$ cat src/rtl/alu_pkg.sv
// Shared definitions for the sequential ALU: select codes, FSM states and
// default widths.
package alu_pkg;

  localparam int ALU_WIDTH = 32;
  localparam int ALU_SHW   = 5;

  localparam logic [2:0] ALU_AND = 3'b000;
  localparam logic [2:0] ALU_OR  = 3'b001;
  localparam logic [2:0] ALU_ADD = 3'b010;
  localparam logic [2:0] ALU_SLT = 3'b011;
  localparam logic [2:0] ALU_SUB = 3'b100;
  localparam logic [2:0] ALU_SRL = 3'b101;
  localparam logic [2:0] ALU_SLL = 3'b110;
  localparam logic [2:0] ALU_NOR = 3'b111;

  typedef enum logic {
    IDLE  = 1'b0,
    SHIFT = 1'b1
  } state_t;

  function automatic logic is_shift_op(input logic [2:0] sel);
    return (sel == ALU_SRL) || (sel == ALU_SLL);
  endfunction

endpackage

$ cat src/rtl/alu_comb_core.sv
// Single-cycle part of the ALU: logic ops, ADD/SUB with signed overflow, SLT.
// Shift codes produce zero here; the sequential wrapper handles them.
module alu_comb_core
  import alu_pkg::*;
#(
  parameter int WIDTH = ALU_WIDTH
) (
  input  logic [WIDTH-1:0] a,
  input  logic [WIDTH-1:0] b,
  input  logic [2:0]       sel,
  output logic [WIDTH-1:0] value,
  output logic             ovf
);

  logic             sub;
  logic [WIDTH-1:0] b_eff;
  logic [WIDTH-1:0] sum;
  logic             sum_ovf;
  logic             lt;

  assign sub     = (sel == ALU_SUB);
  assign b_eff   = sub ? ~b : b;
  assign sum     = a + b_eff + {{(WIDTH-1){1'b0}}, sub};
  assign sum_ovf = (a[WIDTH-1] == b_eff[WIDTH-1]) && (sum[WIDTH-1] != a[WIDTH-1]);
  // Compare directly instead of using sum's sign, so SLT is right even when a-b overflows.
  assign lt      = $signed(a) < $signed(b);

  always_comb begin
    // NOTE: every output gets a default first so no path through the case infers a latch.
    value = '0;
    ovf   = 1'b0;
    case (sel)
      ALU_AND:          value = a & b;
      ALU_OR:           value = a | b;
      ALU_ADD, ALU_SUB: begin
        value = sum;
        ovf   = sum_ovf;
      end
      ALU_SLT:          value = {{(WIDTH-1){1'b0}}, lt};
      ALU_NOR:          value = ~(a | b);
      default:          ;
    endcase
  end

endmodule

$ cat src/rtl/seq_alu_unit.sv
// Multi-cycle ALU: logic/arith ops finish in one cycle, shifts run bit-serially
// one position per cycle, with a start/busy/done handshake.
module seq_alu_unit
  import alu_pkg::*;
#(
  parameter int WIDTH = ALU_WIDTH,
  parameter int SHW   = ALU_SHW
) (
  input  logic             clk,
  input  logic             reset,
  input  logic             start,
  input  logic [2:0]       select_bits_ALU,
  input  logic [WIDTH-1:0] operand_a,
  input  logic [WIDTH-1:0] operand_b,
  input  logic [SHW-1:0]   shamt,
  output logic             busy,
  output logic             done,
  output logic [WIDTH-1:0] result,
  output logic             zero,
  output logic             overflow
);

  state_t           state, state_next;
  logic [WIDTH-1:0] work;
  logic [SHW-1:0]   count;
  logic             shift_left;

  logic [WIDTH-1:0] core_value;
  logic             core_ovf;
  logic             start_shift;
  logic             last_step;
  logic [WIDTH-1:0] shift_value;
  logic [WIDTH-1:0] idle_value;
  logic             idle_ovf;

  alu_comb_core #(.WIDTH(WIDTH)) u_core (
    .a     (operand_a),
    .b     (operand_b),
    .sel   (select_bits_ALU),
    .value (core_value),
    .ovf   (core_ovf)
  );

  // A zero-distance shift is just a copy of b and completes like a 1-cycle op.
  assign start_shift = start && is_shift_op(select_bits_ALU) && (shamt != '0);
  assign idle_value  = is_shift_op(select_bits_ALU) ? operand_b : core_value;
  assign idle_ovf    = is_shift_op(select_bits_ALU) ? 1'b0 : core_ovf;
  assign shift_value = shift_left ? (work << 1) : (work >> 1);
  assign last_step   = (count == SHW'(1));
  assign busy        = (state == SHIFT);

  always_ff @(posedge clk or posedge reset) begin
    // NOTE: sequential state uses non-blocking assignments so every flop sees pre-edge values.
    if (reset) state <= IDLE;
    else       state <= state_next;
  end

  always_comb begin
    state_next = state;
    case (state)
      IDLE:    if (start_shift) state_next = SHIFT;
      SHIFT:   if (last_step)   state_next = IDLE;
      default: state_next = IDLE;
    endcase
  end

  always_ff @(posedge clk or posedge reset) begin
    if (reset) begin
      work       <= '0;
      count      <= '0;
      shift_left <= 1'b0;
      done       <= 1'b0;
      result     <= '0;
      zero       <= 1'b0;
      overflow   <= 1'b0;
    end else begin
      done <= 1'b0;
      case (state)
        IDLE: begin
          if (start_shift) begin
            work       <= operand_b;
            count      <= shamt;
            shift_left <= (select_bits_ALU == ALU_SLL);
          end else if (start) begin
            result   <= idle_value;
            zero     <= (idle_value == '0);
            overflow <= idle_ovf;
            done     <= 1'b1;
          end
        end
        SHIFT: begin
          work  <= shift_value;
          count <= count - SHW'(1);
          if (last_step) begin
            result   <= shift_value;
            zero     <= (shift_value == '0);
            overflow <= 1'b0;
            done     <= 1'b1;
          end
        end
        default: ;
      endcase
    end
  end

endmodule

$ cat config.mk
export PLATFORM = sky130hd
export DESIGN_NAME = seq_alu_unit
export DESIGN_NICKNAME = d
export VERILOG_FILES = /design/src/rtl/alu_pkg.sv /design/src/rtl/alu_comb_core.sv /design/src/rtl/seq_alu_unit.sv
export SDC_FILE = /design/constraint.sdc
export NUM_CORES = 1
export LEC_CHECK = 0
export ABC_CLOCK_PERIOD_IN_PS = 2360
export CORE_AREA = 4 4 153 126
export DETAILED_ROUTE_END_ITERATION = 10
export DIE_AREA = 0 0 157 130
export DONT_BUFFER_PORTS = 1
export PLACE_DENSITY = 0.71
export SETUP_SLACK_MARGIN = 0.4
export SYNTH_ARGS = -nofsm -noshare
export SYNTH_HDL_FRONTEND = slang
export SYNTH_HIERARCHICAL = 1
export SYNTH_SLANG_ARGS = --single-unit
$ cat constraint.sdc
create_clock -name clk -period 2.36 [get_ports clk]
set_clock_uncertainty 0.1 [all_clocks]
set_input_delay 0.472 -clock clk [delete_from_list [all_inputs] [get_ports clk]]
set_output_delay 0.472 -clock clk [all_outputs]
set_load 0.05 [all_outputs]
==> Flow_metrics.wiki <==
{| class="wikitable"
! Metric !! Value
|-
| Overall Global Routing Usage || 0.322
|-
| Post-synthesis async set-or-reset flop share || 1.00
|-
| Die Height || 130 um
|-
| Area growth from synthesis to final layout || 32.4%
|-
| Run status || finished with violations
|-
| FF-to-FF Start || count[1]
|-
| Switch share || 0.491
|-
| Input/output buffers || 0
|-
| Final non-filler cell area || 0.0127 mm^2
|-
| Number of cell rows || 44
|-
| Type of the worst min-delay path || input pin to async pin
|-
| Violated checks || hold timing, setup timing
|-
| Pre-CTS setup slack || -1.93 ns
|-
| Launching element type of the critical path || input pin
|-
| MaxCap Viol Count || 0
|-
| WP data required || 2.52 ns
|-
| Floorplan Core Area || 0.0178 mm^2
|-
| Sequential fraction of the synthesis area || 0.192
|-
| Switching Power || 5060 uW
|-
| Unrepaired setup endpoints after global routing || yes
|-
| Post-layout net count || 1597
|-
| Dpl cell area || 0.0114 mm^2
|-
| Syn avg cell area || 8.06 um^2
|-
| Total power density per cell area || 809 mW/mm^2
|-
| Combined area of all synthesized cells || 0.00962 mm^2
|-
| Via count || 10100
|-
| DR iter-0 viols || 1400
|-
| Clk root buf || sky130_fd_sc_hd__clkbuf_16
|-
| Wire length of the first global-routing pass || 52100 um
|-
| Setup WS post-layout || -1.63 ns
|-
| # clock sinks || 74
|-
| DPL Wire Length || 25500 um
|-
| Via count of the first global-routing pass || 9633
|-
| Post-route clock period utilization || 1.69
|-
| Number of different library cells in the post-synthesis netlist || 79
|-
| Clock buffer count from CTS || 9
|-
| Count of cells along the worst register-to-register path || 8
|-
| Logic gate share of total power || 0.512
|-
| Setup_tns || -40.43 ns
|-
| Detailed-route vias per instance || 6.24
|-
| Leading register cell type out of synthesis || sky130_fd_sc_hd__dfrtp_1
|-
| Internal portion of total power || 5250 uW
|-
| Starting utilization of the core area || 0.541
|-
| #FFs+latches synth || 74
|-
| Number of antenna violations at the first check in global routing || 0
|-
| Reg2reg setup slack || 0.29 ns
|-
| Overflow after GRT || 0
|-
| Cell taking the most area after synthesis || sky130_fd_sc_hd__dfrtp_1
|-
| Final setup violating endpoints || 34
|-
| Critical path endpoint category || flip-flop
|-
| Classification of the worst setup path || input pin to flip-flop
|-
| Final Routed Wirelength || 34400 um
|-
| Maximum vdd ir drop || 0.760 mV
|-
| Final critical-path required period || 3.99 ns
|-
| H-tree depth reported by CTS || 3
|-
| Final Hold Slack || -0.00527 ns
|-
| Synthesized instance count || 1194
|-
| Top fanout value on the critical path || 36
|-
| Clock tree from TritonCTS || built
|-
| Hold Violations, Final || 13
|-
| Final Util || 0.717
|-
| R2R Path End || result[9]
|-
| Maximum number of pins on one net before global-route repair || 72
|-
| Detail Route Antenna Nets || 0
|-
| Highest clock frequency the design can meet || 0.251 GHz
|-
| Number of enable-type register cells in the synthesized netlist || 0
|-
| Post-synth top area share || 0.192
|-
| WL/cell || 21.2 um
|-
| Drt first pass iters || 6
|-
| Leakage power figure || 0.00610 uW
|-
| Die width || 157 um
|-
| Worst-margin pin slew || 0.667 ns
|-
| Final-report max-slew violation count || 0
|-
| Number of remaining DRC errors || 0
|-
| Clock network power share || 0.140
|-
| Die area || 0.0204 mm^2
|-
| Number of warnings printed during yosys synthesis || 6
|-
| Buffers from clock root to sink, at most || 2
|-
| Clock latency on the worst-skew pair || 0.34 ns
|-
| Worst slew slack as a fraction of its limit || 0.555
|-
| Critical path arrival || 4.15 ns
|-
| Share of final-layout standard cells stronger than drive strength 1 || 0.305
|-
| Weighted congestion at the end of routability-driven global placement || 0.995
|-
| Net count after synthesis || 1405
|-
| # diodes || 0
|-
| Share of power burned in registers || 0.349
|-
| Clock slew seen by the registers of the worst setup and hold paths || 0.06 ns
|-
| Number of top-level pins || 111
|-
| Ranking of synthesized cells by area || sky130_fd_sc_hd__dfrtp_1 19%, sky130_fd_sc_hd__ha_1 18%, sky130_fd_sc_hd__mux2i_1 7.5%
|}
[power by group through the flow]
stage / clock, uW / combinational (uW) / sequential (uW)
2_1_floorplan: 0 / 3170 / 3310
3_3_place_gp: 0 / 4330 / 3560
3_5_place_dp: 0 / 4460 / 3580
4_1_cts: 1450 / 4790 / 3560
5_1_grt: 1510 / 5730 / 3660
6_report: 1440 / 5270 / 3600
[stage by stage]
step | total power [uW] | std cells
6_report | 10300 | 1621
5_1_grt | 10900 | 1621
4_1_cts | 9800 | 1606
3_5_place_dp | 8040 | 1571
3_3_place_gp | 7890 | 1571
2_1_floorplan | 6480 | 1194
[synth_stat cells (all sizes together), types with 4 or more instances]
cell type and number:
a211oi 15, a21boi 27, a21o 22, a21oi 71, a22oi 19, a311oi 8, a31oi 17, a32oi 5
and2 6, and3 8, buf 21, clkbuf 39, dfrtp 74, ha 135, inv 93, mux2 25
mux2i 72, nand2 131, nand3 15, nand4 12, nor2 81, nor2b 5, nor3 14, nor4 31
o211ai 7, o21a 16, o21ai 88, o21bai 8, o22ai 17, o31ai 5, o32ai 4, or4 7
xnor2 48, xor2 11
[cells in the final DEF, fill, tap and decap left out, drive strengths merged, types with 17 or more instances in the layout]
cell and n:
buf 241, a22oi 19, dfrtp 74, inv 92
a31oi 17, a21oi 71, ha 135, o22ai 17
nor2 81, nand2 131, mux2i 72, nor4 31
xnor2 48, a21o 22, o21ai 88, a21boi 27
mux2 25
[sequential cells by signal, indices dropped and copies added, names as in the netlist]
signal      cells
busy            1
count           5
done            1
overflow        1
result         32
shift_left      1
work           32
zero            1
[routing by layer]
layer,share of wire,vias to the layer above,global-route usage
met2,0.45,583,0.507
li1,-,4689,-
met1,0.41,4750,0.440
met4,0.024,0,0.0719
met5,0,-,0
met3,0.12,91,0.0958
[worst max path at each step]
stage               slack [ns]  endpoint                from
finish                   -1.63      zero  select_bits_ALU[0]
global route             -1.83      zero  select_bits_ALU[2]
CTS                      -1.49      zero  select_bits_ALU[1]
detailed placement       -1.93      zero  select_bits_ALU[0]
global placement         -1.88      zero  select_bits_ALU[0]
floorplan                -1.68      zero  select_bits_ALU[0]
[worst max-delay path: stages]
cell and delay (ns):
sky130_fd_sc_hd__nor3_4 0.21, sky130_fd_sc_hd__buf_6 0.15, sky130_fd_sc_hd__buf_12 0.14, sky130_fd_sc_hd__buf_4 0.13, sky130_fd_sc_hd__xnor2_2 0.07, sky130_fd_sc_hd__ha_1 0.34, sky130_fd_sc_hd__a21oi_2 0.16, sky130_fd_sc_hd__o21a_1 0.18
sky130_fd_sc_hd__o21ai_2 0.11, sky130_fd_sc_hd__o211a_1 0.26, sky130_fd_sc_hd__a221o_1 0.34, sky130_fd_sc_hd__o31a_1 0.27, sky130_fd_sc_hd__xor2_1 0.15, sky130_fd_sc_hd__o21ai_1 0.08, sky130_fd_sc_hd__nand3_1 0.11, sky130_fd_sc_hd__nor4_1 0.32
sky130_fd_sc_hd__nand4_1 0.15, sky130_fd_sc_hd__nor4_2 0.28, sky130_fd_sc_hd__a2111oi_2 0.06, sky130_fd_sc_hd__a21oi_1 0.13
[final cells by class]
| type | count | area (um^2) |
|---|---|---|
| multi-input combinational | 966 | 7930 |
| inverter | 94 | 359 |
| fill | 1347 | 5040 |
| tap | 230 | 288 |
| sequential | 74 | 1850 |
| clock buffer | 13 | 270 |
| clock inverter | 3 | 46.3 |
| timing repair buffer | 241 | 2000 |
[logic make-up (layout without fill, tap and decap cells)]
kind of cell | count (synthesis) | after routing | share of synthesized area
and+or+nand+nor | 327 | 327 | 0.161
adders and majority gates | 136 | 136 | 0.178
buffers and inverters | 154 | 351 | 0.0675
xor gates and xnor gates | 59 | 59 | 0.0537
muxes | 97 | 97 | 0.104
AOI/OAI and AO/OA | 347 | 347 | 0.243
DFF | 74 | 74 | 0.192
[repair_timing]
item | CTS | global route
hold buffers | 0 | 0
endpoints found under the setup margin | 34 | 35
gates cloned | 1 | 0
gates resized for setup | 82 | 78
pin swaps | 65 | 45
setup buffers | 18 | 15
No activity file was read; power rests on OpenSTA's default activity.
